===== src/rtl/audio_dma_pkg.sv =====
// audio_dma_pkg: shared state type and default buffer geometry for the audio capture DMA
package audio_dma_pkg;
  typedef enum logic [1:0] {IDLE, RUN, FLUSH} dma_state_e;
  localparam logic [11:0] DEF_BASE_ADDR = 12'h800;
  localparam int DEF_FRAME_LEN = 256;
endpackage


===== src/rtl/sample_fifo.sv =====
// sample_fifo: synchronous sample FIFO (push/pop/din -> dout/full/empty/level), push allowed while full if popping
module sample_fifo #(
  parameter int DEPTH = 4,
  parameter int W = 32
) (
  input  logic                     clock,
  input  logic                     reset,
  input  logic                     push,
  input  logic                     pop,
  input  logic [W-1:0]             din,
  output logic [W-1:0]             dout,
  output logic                     full,
  output logic                     empty,
  output logic [$clog2(DEPTH):0]   level
);
  localparam int AW = $clog2(DEPTH);
  logic [W-1:0] mem [DEPTH];
  logic [AW-1:0] rd_ptr, wr_ptr;
  assign dout = mem[rd_ptr];
  assign empty = level == '0;
  assign full = level == (AW+1)'(DEPTH);
  always_ff @(posedge clock) begin
    if (reset) begin
      rd_ptr <= '0;
      wr_ptr <= '0;
      level <= '0;
    end else begin
      if (push) begin
        mem[wr_ptr] <= din;
        wr_ptr <= wr_ptr + 1'b1;
      end
      if (pop) rd_ptr <= rd_ptr + 1'b1;
      level <= level + (AW+1)'(push) - (AW+1)'(pop);
    end
  end
endmodule


===== src/rtl/audio_dma_arbiter.sv =====
// audio_dma_arbiter: gives the cpu priority on the dmem port and drains captured audio samples into a ping-pong frame buffer
module audio_dma_arbiter
  import audio_dma_pkg::*;
#(
  parameter int ADDR_W = 12,
  parameter int DATA_W = 32,
  parameter logic [ADDR_W-1:0] BASE_ADDR = DEF_BASE_ADDR,
  parameter int FRAME_LEN = DEF_FRAME_LEN,
  parameter int FIFO_DEPTH = 4
) (
  input  logic                          clock,
  input  logic                          reset,
  input  logic                          dma_enable,
  input  logic                          sample_tick,
  input  logic [DATA_W-1:0]             sample_in,
  input  logic                          cpu_req,
  input  logic                          cpu_wren,
  input  logic [ADDR_W-1:0]             cpu_addr,
  input  logic [DATA_W-1:0]             cpu_data,
  output logic                          ram_wren,
  output logic [ADDR_W-1:0]             ram_addr,
  output logic [DATA_W-1:0]             ram_data,
  output logic                          frame_ready,
  output logic                          frame_bank,
  output logic [$clog2(FIFO_DEPTH):0]   fifo_level,
  output logic [7:0]                    overflow_count,
  output logic                          busy
);
  localparam int IW = $clog2(FRAME_LEN);
  dma_state_e state;
  logic bank;
  logic [IW-1:0] index;
  logic full, empty, dma_wr, push, run_tick;
  logic [DATA_W-1:0] head;
  assign run_tick = state == RUN && sample_tick;
  assign dma_wr = !reset && !cpu_req && !empty;
  assign push = run_tick && (!full || dma_wr);
  assign busy = state != IDLE;
  assign ram_wren = cpu_req ? cpu_wren : dma_wr;
  assign ram_addr = dma_wr ? BASE_ADDR + ADDR_W'({bank, index}) : cpu_addr;
  assign ram_data = dma_wr ? head : cpu_data;
  sample_fifo #(.DEPTH(FIFO_DEPTH), .W(DATA_W)) u_fifo (
    .clock(clock),
    .reset(reset),
    .push(push),
    .pop(dma_wr),
    .din(sample_in),
    .dout(head),
    .full(full),
    .empty(empty),
    .level(fifo_level)
  );
  always_ff @(posedge clock) begin
    if (reset) begin
      state <= IDLE;
      bank <= 1'b0;
      index <= '0;
      frame_ready <= 1'b0;
      frame_bank <= 1'b0;
      overflow_count <= '0;
    end else begin
      frame_ready <= dma_wr && &index;
      if (dma_wr) begin
        index <= index + 1'b1;
        if (&index) begin
          bank <= ~bank;
          frame_bank <= bank;
        end
      end
      if (run_tick && full && !dma_wr && overflow_count != 8'hFF) overflow_count <= overflow_count + 1'b1;
      state <= state == IDLE ? (dma_enable ? RUN : IDLE) :
               state == RUN  ? (dma_enable ? RUN : FLUSH) :
               (dma_enable ? RUN : empty ? IDLE : FLUSH);
    end
  end
endmodule


===== config.mk =====
export PLATFORM = sky130hd
export DESIGN_NAME = audio_dma_arbiter
export DESIGN_NICKNAME = d
export VERILOG_FILES = /design/src/rtl/audio_dma_pkg.sv /design/src/rtl/sample_fifo.sv /design/src/rtl/audio_dma_arbiter.sv
export SDC_FILE = /design/constraint.sdc
export NUM_CORES = 1
export LEC_CHECK = 0
export ABC_AREA = 1
export CORE_MARGIN = 2
export CORE_UTILIZATION = 41
export CTS_CLUSTER_DIAMETER = 60
export CTS_CLUSTER_SIZE = 30
export DETAILED_ROUTE_END_ITERATION = 8
export PLACE_DENSITY_LB_ADDON = 0.1
export SYNTH_ARGS = -nofsm -noshare
export SYNTH_HDL_FRONTEND = slang
export SYNTH_SLANG_ARGS = --single-unit
export TNS_END_PERCENT = 5

===== constraint.sdc =====
create_clock -name clock -period 6.5 [get_ports clock]
set_input_delay 1.95 -clock clock [delete_from_list [all_inputs] [get_ports clock]]
set_output_delay 1.95 -clock clock [all_outputs]
set_load 0.1 [all_outputs]

# Word level (Yosys, flattened, before mapping)

Memories as Yosys holds them, arrays and structs flattened. A register that Yosys moved wholly into a read port is not among the register bits.
Cells that the tools add are included.

Bits in registers: 28
RAM bits: 128
Bits of input ports: 82
Output and inout bits: 59
Logic and storage cells: 54
Memories: 1

Add/subtract/negate cells: 7
Eq/ne operators: 3
Multiplexer cells: 14
Bitwise gates (word level): 1
Reductions and logical operators: 19

Memories:

| memory     | words | width | read ports | clocked after memory_dff | write ports | line              | source |
|---|---|---|---|---|---|---|---|
| u_fifo.mem | 4     | 32    | 1          | 1                        | 1           | sample_fifo.sv:17 | `logic [W-1:0] mem [DEPTH];` |

Operators by type and width:

| cell                  | number |
|---|---|
| $mux 32               | 1 |
| $add 8x1->8 const B   | 2 |
| $mux 2                | 7 |
| $add 12x9->12 const A | 1 |
| $mux 12               | 1 |
| $reduce_and 9->1      | 1 |
| $logic_and 1x1->1     | 8 |
| $ne 8x8->1 const B    | 1 |
| $reduce_and 8->1      | 1 |
| $logic_not 1->1       | 5 |
| $mux 1                | 5 |
| $add 2x1->2 const B   | 2 |
| $add 3x1->3           | 1 |
| $eq 3x3->1 const B    | 1 |
| $logic_not 3->1       | 1 |
| $sub 3x1->3           | 1 |
| $eq 2x1->1 const B    | 1 |
| $logic_not 2->1       | 1 |
| $reduce_bool 2->1     | 1 |
| $logic_or 1x1->1      | 1 |
| $not 1->1             | 1 |

# Longest topological paths before layout

Gate-level depths: netlist of the first run.

Word-level depth: 8
Mapped depth: 13
Mapped depth without buffers: 11

# Cells and area by module

From an unflattened synthesis of the first run, not the netlist that was laid out.

Cell total of the unflattened synthesis: 738
Area, all modules: 7,214.4 um^2

By module, submodules not included:

| module            | instances | cells an instance | area each (um^2) | sequential area each (um^2) |
|---|---|---|---|---|
| sample_fifo       | 1         | 430               | 5,509.0          | 4,023.9 |
| audio_dma_arbiter | 1         | 308               | 1,705.4          | 420.4 |

# Least setup slack after synthesis of the first run

No wires, ideal clock.

Path kind: input port to output port
From: input port reset
To: output port ram_addr[1]
Arrival time: 4,600 ps
Required time: 4,550 ps
Setup slack: -50 ps
Stages on the path: 7
Path buffers: 2
Cell sequence: buf_6 -> inv_2 -> nand2_2 -> inv_2 -> nand2_4 -> buf_2 -> o21ai_0

Longest elaborated chain between the ends: 4

RTL lines:

| item                           | line                    | source |
|---|---|---|
| start: declaration             | audio_dma_arbiter.sv:12 | `input logic reset,` |
| $logic_not 1->1                | audio_dma_arbiter.sv:36 | `assign dma_wr = !reset && !cpu_req && !empty;` |
| $logic_and 1x1->1 (2 in a row) | audio_dma_arbiter.sv:36 |  |
| $mux 12                        | audio_dma_arbiter.sv:40 | `assign ram_addr = dma_wr ? BASE_ADDR + ADDR_W'({bank, index}) : cpu_addr;` |
| end: declaration               | audio_dma_arbiter.sv:21 | `output logic [ADDR_W-1:0] ram_addr,` |

Every way passes these cells.

# Final worst setup path of the first run

From: input port reset
To: output port ram_data[30]

Longest elaborated chain between the ends: 4

RTL lines:

| item                           | line                    | source |
|---|---|---|
| $logic_not 1->1                | audio_dma_arbiter.sv:36 |  |
| $logic_and 1x1->1 (2 in a row) | audio_dma_arbiter.sv:36 |  |
| $mux 32                        | audio_dma_arbiter.sv:41 | `assign ram_data = dma_wr ? head : cpu_data;` |
| end: declaration               | audio_dma_arbiter.sv:22 | `output logic [DATA_W-1:0] ram_data,` |

Every way passes these cells.

==> results.json, run 1 <==
{
  "antenna_found_initial": 1,
  "fin_ws_ns": 0.642,
  "place_congestion": 0.808,
  "clk_path_buf_depth": 2,
  "seq_power_share_pct": 35.6,
  "dieHeight_um": 133,
  "fmax_ghz": 0.171,
  "worstSetupPathType": "primary input to primary output",
  "power.switching_mw": 1.14,
  "yosysWarningCount": 0,
  "internal_power_mw": 2.06,
  "grt_max_degree": 65,
  "layout_common_cells": "nor2_1 (188), edfxtp_1 (128), clkdlybuf4s50_1 (95)",
  "grt.overflow.total": 0,
  "grt_usage_pct": 18.4,
  "total_power_mw": 3.20,
  "setup_violations": 0,
  "fin_crit_ns": 5.86,
  "hold_viol_final": 0,
  "vdd_drop_max_mv": 0.221,
  "cp.arrival_ns": 3.91,
  "final_area_mm2": 0.00939,
  "grt_pass1_wl_mm": 25.0,
  "syn_area_mm2": 0.00677,
  "holdWs_ns": 0.473,
  "avgRoutedWirePerCell_um": 15.3,
  "cts_sinks": 158,
  "grt_pass1_vias": 4952,
  "multiInputGateArea_mm2": 0.00200,
  "vias": 5015,
  "slew_viol_final": 0,
  "n_fill_cell": 1340,
  "start_kind": "primary input",
  "start_util_pct": 42.3,
  "critPathRequiredTime_ns": 4.55,
  "status": "finished clean",
  "hold_buffers": 0,
  "synth_nets": 756,
  "first_iter_violations": 328,
  "syn_inst": 666,
  "layout-drive-gt1-share_pct": 12.0,
  "end_kind": "primary output",
  "synth_seq_area_share_pct": 65.6,
  "wl_mm": 15.7,
  "cts_made_buffers": 17,
  "drtAntennaViolNets": 0,
  "portBuffers": 140,
  "clock_latency_ns": 0.43,
  "critical_path.cell_chain": "clkdlybuf4s50_1, inv_2, nand2_2, inv_2, nand2_4, inv_4, buf_12, nor2_1, a31oi_1, buf_12",
  "syn2layout_area_growth_pct": 38.6,
  "path_clk_slew_ns": 0.06,
  "finalClockSkew_ns": 0.00772,
  "place_ws_ns": 0.641,
  "drc_errors": 0,
  "tightest_slew_ns": 1.16,
  "rsz0062_at_grt": "false",
  "post_cts_buffers": 0,
  "fp.coreArea_mm2": 0.0160,
  "die_area_mm2": 0.0176,
  "crit_slowest_cell": "clkdlybuf4s50_1",
  "syn_area_per_cell_um2": 10.2,
  "worstPathMaxFanout": 38,
  "fp-row-count": 46,
  "period_share_pct": 90.1,
  "maxSlewHeadroom_pct": 22.4,
  "tritoncts": "built",
  "p_clk_share_pct": 31.0,
  "hpwlAfterDp_mm": 9.62,
  "hp-class": "register to register",
  "crit_path_max_incr_delay_ns": 0.43,
  "seq_area_mm2": 0.00445,
  "synth.distinct_cells": 31,
  "powerDensity_mw_per_mm2": 341,
  "dpl_cell_area_mm2": 0.00879,
  "pwr-share-comb_pct": 33.4,
  "drt_first_pass_iters": 4,
  "r2r_setup_slack_ns": 4.09,
  "via_per_inst": 4.88,
  "fin_nets": 887,
  "maxCapViolCount": 0,
  "power_leakage_nw": 3.43,
  "yosys_register_bits": 158,
  "num_io_pins": 141,
  "final_common_cell": "nor2_1",
  "cts_root_buf": "clkbuf_16",
  "p_sw_share_pct": 35.5,
  "die-width_um": 133,
  "h-tree-depth": 4,
  "post_cts_resized": 0
}
per-stage QoR:
stage / instances / setup TNS [ns] / util, %
6_report: 1027 / 0 / 58.7
5_1_grt: 1026 / 0 / 58.7
4_1_cts: 1026 / 0 / 58.7
3_5_place_dp: 994 / 0 / 54.9
3_3_place_gp: 994 / 0 / 54.9
2_1_floorplan: 666 / -0.301 / -
power by group through the flow:
stage / logic [mW] / clock network [mW] / registers, mW
6_report: 1.07 / 0.993 / 1.14
4_1_cts: 1.08 / 1.01 / 1.14
3_3_place_gp: 1.07 / 0 / 1.16
3_5_place_dp: 1.08 / 0 / 1.16
2_1_floorplan: 0.646 / 0 / 1.21
5_1_grt: 1.13 / 1.06 / 1.14
logic make-up (layout without fill, tap and decap cells):
family / Yosys count / count (layout) / share of synthesized area (%)
simple gates: 287 / 287 / 17.0
flops: 158 / 158 / 65.6
compound gates: 132 / 132 / 10.4
buf+inv: 80 / 224 / 5.26
fa+ha+maj: 8 / 8 / 1.59
xor+xnor: 1 / 1 / 0.129
other cells: 0 / 1 / 0
metal layers:
| metal | up-vias | routed length, um | global-route usage (%) |
|---|---|---|---|
| met1 | 2337 | 6620 | 22.3 |
| met3 | 7 | 929 | 5.02 |
| li1 | 2540 | - | - |
| met4 | 0 | 115 | 6.51 |
| met2 | 131 | 8040 | 31.7 |
| met5 | - | 0 | 0 |
path summary, 6_finish.rpt:
check,end,depth (start not counted),from
hold reg to reg,u_fifo.rd_ptr[1],2,u_fifo.rd_ptr[1]
setup reg to reg,u_fifo.mem[1][12],6,u_fifo.level[1]
setup / recovery,ram_data[30],10,reset
hold / removal,u_fifo.rd_ptr[1],2,u_fifo.rd_ptr[1]
flip-flops by register name, summed over array words and instances, names as in the netlist, named ones only:
name,cells
u_fifo.rd_ptr,2
frame_ready,1
frame_bank,1
u_fifo.wr_ptr,2
state,2
overflow_count,8
index,8
bank,1
u_fifo.mem,128
u_fifo.level,3
synthesized netlist by cell type:
master	number	area, um^2
a21oi_1	17	85.1
a31oi_1	32	200
and3_1	1	6.26
buf_2	16	80.1
buf_4	5	37.5
buf_6	2	22.5
clkbuf_1	11	41.3
dfxtp_1	30	601
edfxtp_1	128	3840
fa_1	1	20.0
ha_1	7	87.6
inv_1	42	158
inv_2	3	11.3
inv_4	1	6.26
nand2_1	61	229
nand2_2	1	6.26
nand2_4	1	11.3
nand3_1	18	90.1
nand3_2	1	10.0
nand3b_1	1	7.51
nand4_1	4	25.0
nor2_1	192	721
nor2_2	2	12.5
nor2_4	1	11.3
nor3_1	3	15.0
o21a_1	1	7.51
o21ai_0	72	360
o21ai_1	9	45.0
o21bai_1	1	7.51
or2_1	1	6.26
xnor2_1	1	8.76
critical path, delay by kind of cell:
| family | cells | cell delay, ns |
|---|---|---|
| compound gates | 1 | 0.33 |
| buf+inv | 6 | 1.31 |
| simple gates | 3 | 0.29 |
layout make-up:
cell class | count | area share, %
inverters | 46 | 1.87
well taps | 216 | 2.88
clock buffers | 18 | 4.57
repair buffers | 146 | 20.2
clock inverters | 14 | 1.77
diodes | 1 | 0.0266
multi-input cells | 428 | 21.3
flip-flops and latches | 158 | 47.4
Note: power is estimated with default switching activity, not from simulation.
==> inputs of run 2 (changes only) <==
--- a/config.mk
+++ b/config.mk
@@ -6,12 +6,14 @@
 export NUM_CORES = 1
 export LEC_CHECK = 0
 export ABC_AREA = 1
+export CAP_MARGIN = 20
 export CORE_MARGIN = 2
 export CORE_UTILIZATION = 41
 export CTS_CLUSTER_DIAMETER = 60
 export CTS_CLUSTER_SIZE = 30
 export DETAILED_ROUTE_END_ITERATION = 8
 export PLACE_DENSITY_LB_ADDON = 0.1
+export SLEW_MARGIN = 20
 export SYNTH_ARGS = -nofsm -noshare
 export SYNTH_HDL_FRONTEND = slang
 export SYNTH_SLANG_ARGS = --single-unit
==> constraint.sdc (replaced) <==
create_clock -name clock -period 4.69 [get_ports clock]
set_input_delay 1.407 -clock clock [delete_from_list [all_inputs] [get_ports clock]]
set_output_delay 1.407 -clock clock [all_outputs]
set_load 0.1 [all_outputs]
==> run 2 against run 1 <==
Effect of this change:
- largest power group unchanged
- hold slack worse by 0.0048 ns
- core utilization is 0.63 points higher
- cell area is 1.1% higher
- setup slack worse by 0.34 ns
- combinational power is 41% higher
- register-to-register slack worse by 1.5 ns
- critical path type unchanged
- clock-buffer cell count stayed put
- sequential cell count stayed put
- sequential power is 38% higher
- highest routed layer unchanged
- via count is 0.70% higher
- power is 38% higher
- wire length is 0.80% lower
==> results.json, run 2 (same netlist as run 1, synthesis figures left out) <==
{
  "worstPathMaxFanout": 37,
  "cts_sinks": 158,
  "highest_layer": "met4",
  "first_iter_violations": 289,
  "portBuffers": 140,
  "fin_crit_ns": 4.39,
  "clk_path_buf_depth": 2,
  "cts_root_buf": "clkbuf_16",
  "grt_pass1_wl_mm": 25.1,
  "hold_viol_final": 0,
  "cts_made_buffers": 17,
  "final_common_cell": "nor2_1",
  "dp_cells": 1002,
  "place_ws_ns": 0.282,
  "antenna_cells": 0,
  "grt_usage_pct": 18.3,
  "tritoncts": "built",
  "status": "finished clean",
  "met1_length_mm": 6.54,
  "setup_violations": 0,
  "drt_first_pass_iters": 4,
  "cp.arrival_ns": 2.99,
  "reg.largest.list": "u_fifo.mem (128), index (8), overflow_count (8)",
  "post_cts_resized": 0,
  "fin_ws_ns": 0.297,
  "start_kind": "primary input",
  "wl_mm": 15.6,
  "fin_cells": 1033,
  "fin_nets": 895,
  "h-tree-depth": 4,
  "fp-row-count": 46,
  "slew_viol_final": 0,
  "power_leakage_nw": 3.48,
  "dieHeight_um": 133,
  "fmax_ghz": 0.228,
  "start_util_pct": 42.3,
  "post_cts_buffers": 0,
  "die-width_um": 133,
  "maxSlewHeadroom_pct": 32.9,
  "syn2layout_area_growth_pct": 40.1,
  "r2r_setup_slack_ns": 2.58,
  "vias": 5050,
  "met2_wirelength_mm": 8.05,
  "drtAntennaViolNets": 0,
  "end_kind": "primary output",
  "maxCapViolCount": 0,
  "hold_buffers": 0,
  "powerDensity_mw_per_mm2": 466,
  "path_clk_slew_ns": 0.06,
  "drc_errors": 0,
  "grt_pass1_vias": 4973,
  "period_share_pct": 93.7,
  "multiInputGateArea_mm2": 0.00200,
  "place_congestion": 0.749,
  "hpwlAfterDp_mm": 10.1,
  "antenna_found_initial": 0,
  "tightest_slew_ns": 1.00,
  "critPathRequiredTime_ns": 3.28,
  "hp-class": "register to register",
  "largest_register": "u_fifo.mem",
  "largest_reg_flops": 128,
  "die_area_mm2": 0.0176,
  "grt.overflow.total": 0,
  "via_per_inst": 4.89,
  "grt_max_degree": 65,
  "num_io_pins": 141,
  "worstSetupPathType": "primary input to primary output",
  "layout_common_cells": "nor2_1 (188), edfxtp_1 (128), clkdlybuf4s50_1 (95)",
  "layout-drive-gt1-share_pct": 12.4,
  "vdd_drop_max_mv": 0.255,
  "avgRoutedWirePerCell_um": 15.1,
  "finalClockSkew_ns": 0.00783,
  "clock_latency_ns": 0.42,
  "rsz0062_at_grt": "false",
  "n_fill_cell": 1356,
  "seq_area_mm2": 0.00445,
  "routed-wl-met3_um": 773,
  "fp.coreArea_mm2": 0.0160
}
## run 2: changes by cell type in the layout (fill, tap and decap cells not counted)
| cell | delta |
|---|---|
| clkinv_2 | -1 |
| inv_6 | -1 |
| o21ai_1 | +6 |
| buf_12 | +5 |
| clkinv_4 | -2 |
| o21ai_0 | -6 |
| buf_4 | +3 |
| diode_2 | -1 |
| clkinv_1 | +3 |
## run 2: worst max-delay path, stage by stage
cell	delay [ns]
clkdlybuf4s50_1	0.43
inv_2	0.07
nand2_2	0.07
inv_2	0.07
nand2_4	0.06
inv_4	0.08
buf_12	0.19
nor2_1	0.07
a31oi_1	0.29
buf_12	0.22
## run 2: path summary, 6_finish.rpt
check,start,end,depth (start not counted)
worst min register to register,u_fifo.rd_ptr[1],u_fifo.rd_ptr[1],2
worst min-delay path,u_fifo.rd_ptr[1],u_fifo.rd_ptr[1],2
worst max-delay path,reset,ram_data[8],10
worst max register to register,u_fifo.level[1],u_fifo.mem[0][22],7
## run 2: stage by stage
step | area, um^2 | hold WS, ns | TNS (ns) | util, % | power [mW]
floorplan | 6770 | 0.444 | -9.67 | - | 2.57
finish | 9490 | 0.469 | 0 | 59.3 | 4.42
CTS | 9490 | 0.472 | 0 | 59.3 | 4.46
global placement | 8910 | 0.454 | 0 | 55.7 | 3.11
global route | 9490 | 0.496 | 0 | 59.3 | 4.58
detailed placement | 8910 | 0.464 | 0 | 55.7 | 3.12
## run 2: per-layer routing
layer	GRT usage [%]	up-vias
li1	-	2555
met1	21.9	2353
met2	32.3	121
met3	4.25	21
met4	6.63	0
met5	0	-
## run 2: layout make-up
class | count | area share, %
flip-flops and latches | 158 | 46.9
clock buffers | 18 | 4.52
well taps | 216 | 2.85
inverters | 46 | 1.85
multi-input cells | 428 | 21.1
repair buffers | 154 | 21.3
clock inverters | 13 | 1.54
## run 2: report_power, final
group	switching (mW)	leakage (nW)	internal, mW
registers	0.0241	1.40	1.55
clock network	0.516	0.272	0.824
logic	1.02	1.81	0.492
total	1.56	3.48	2.87
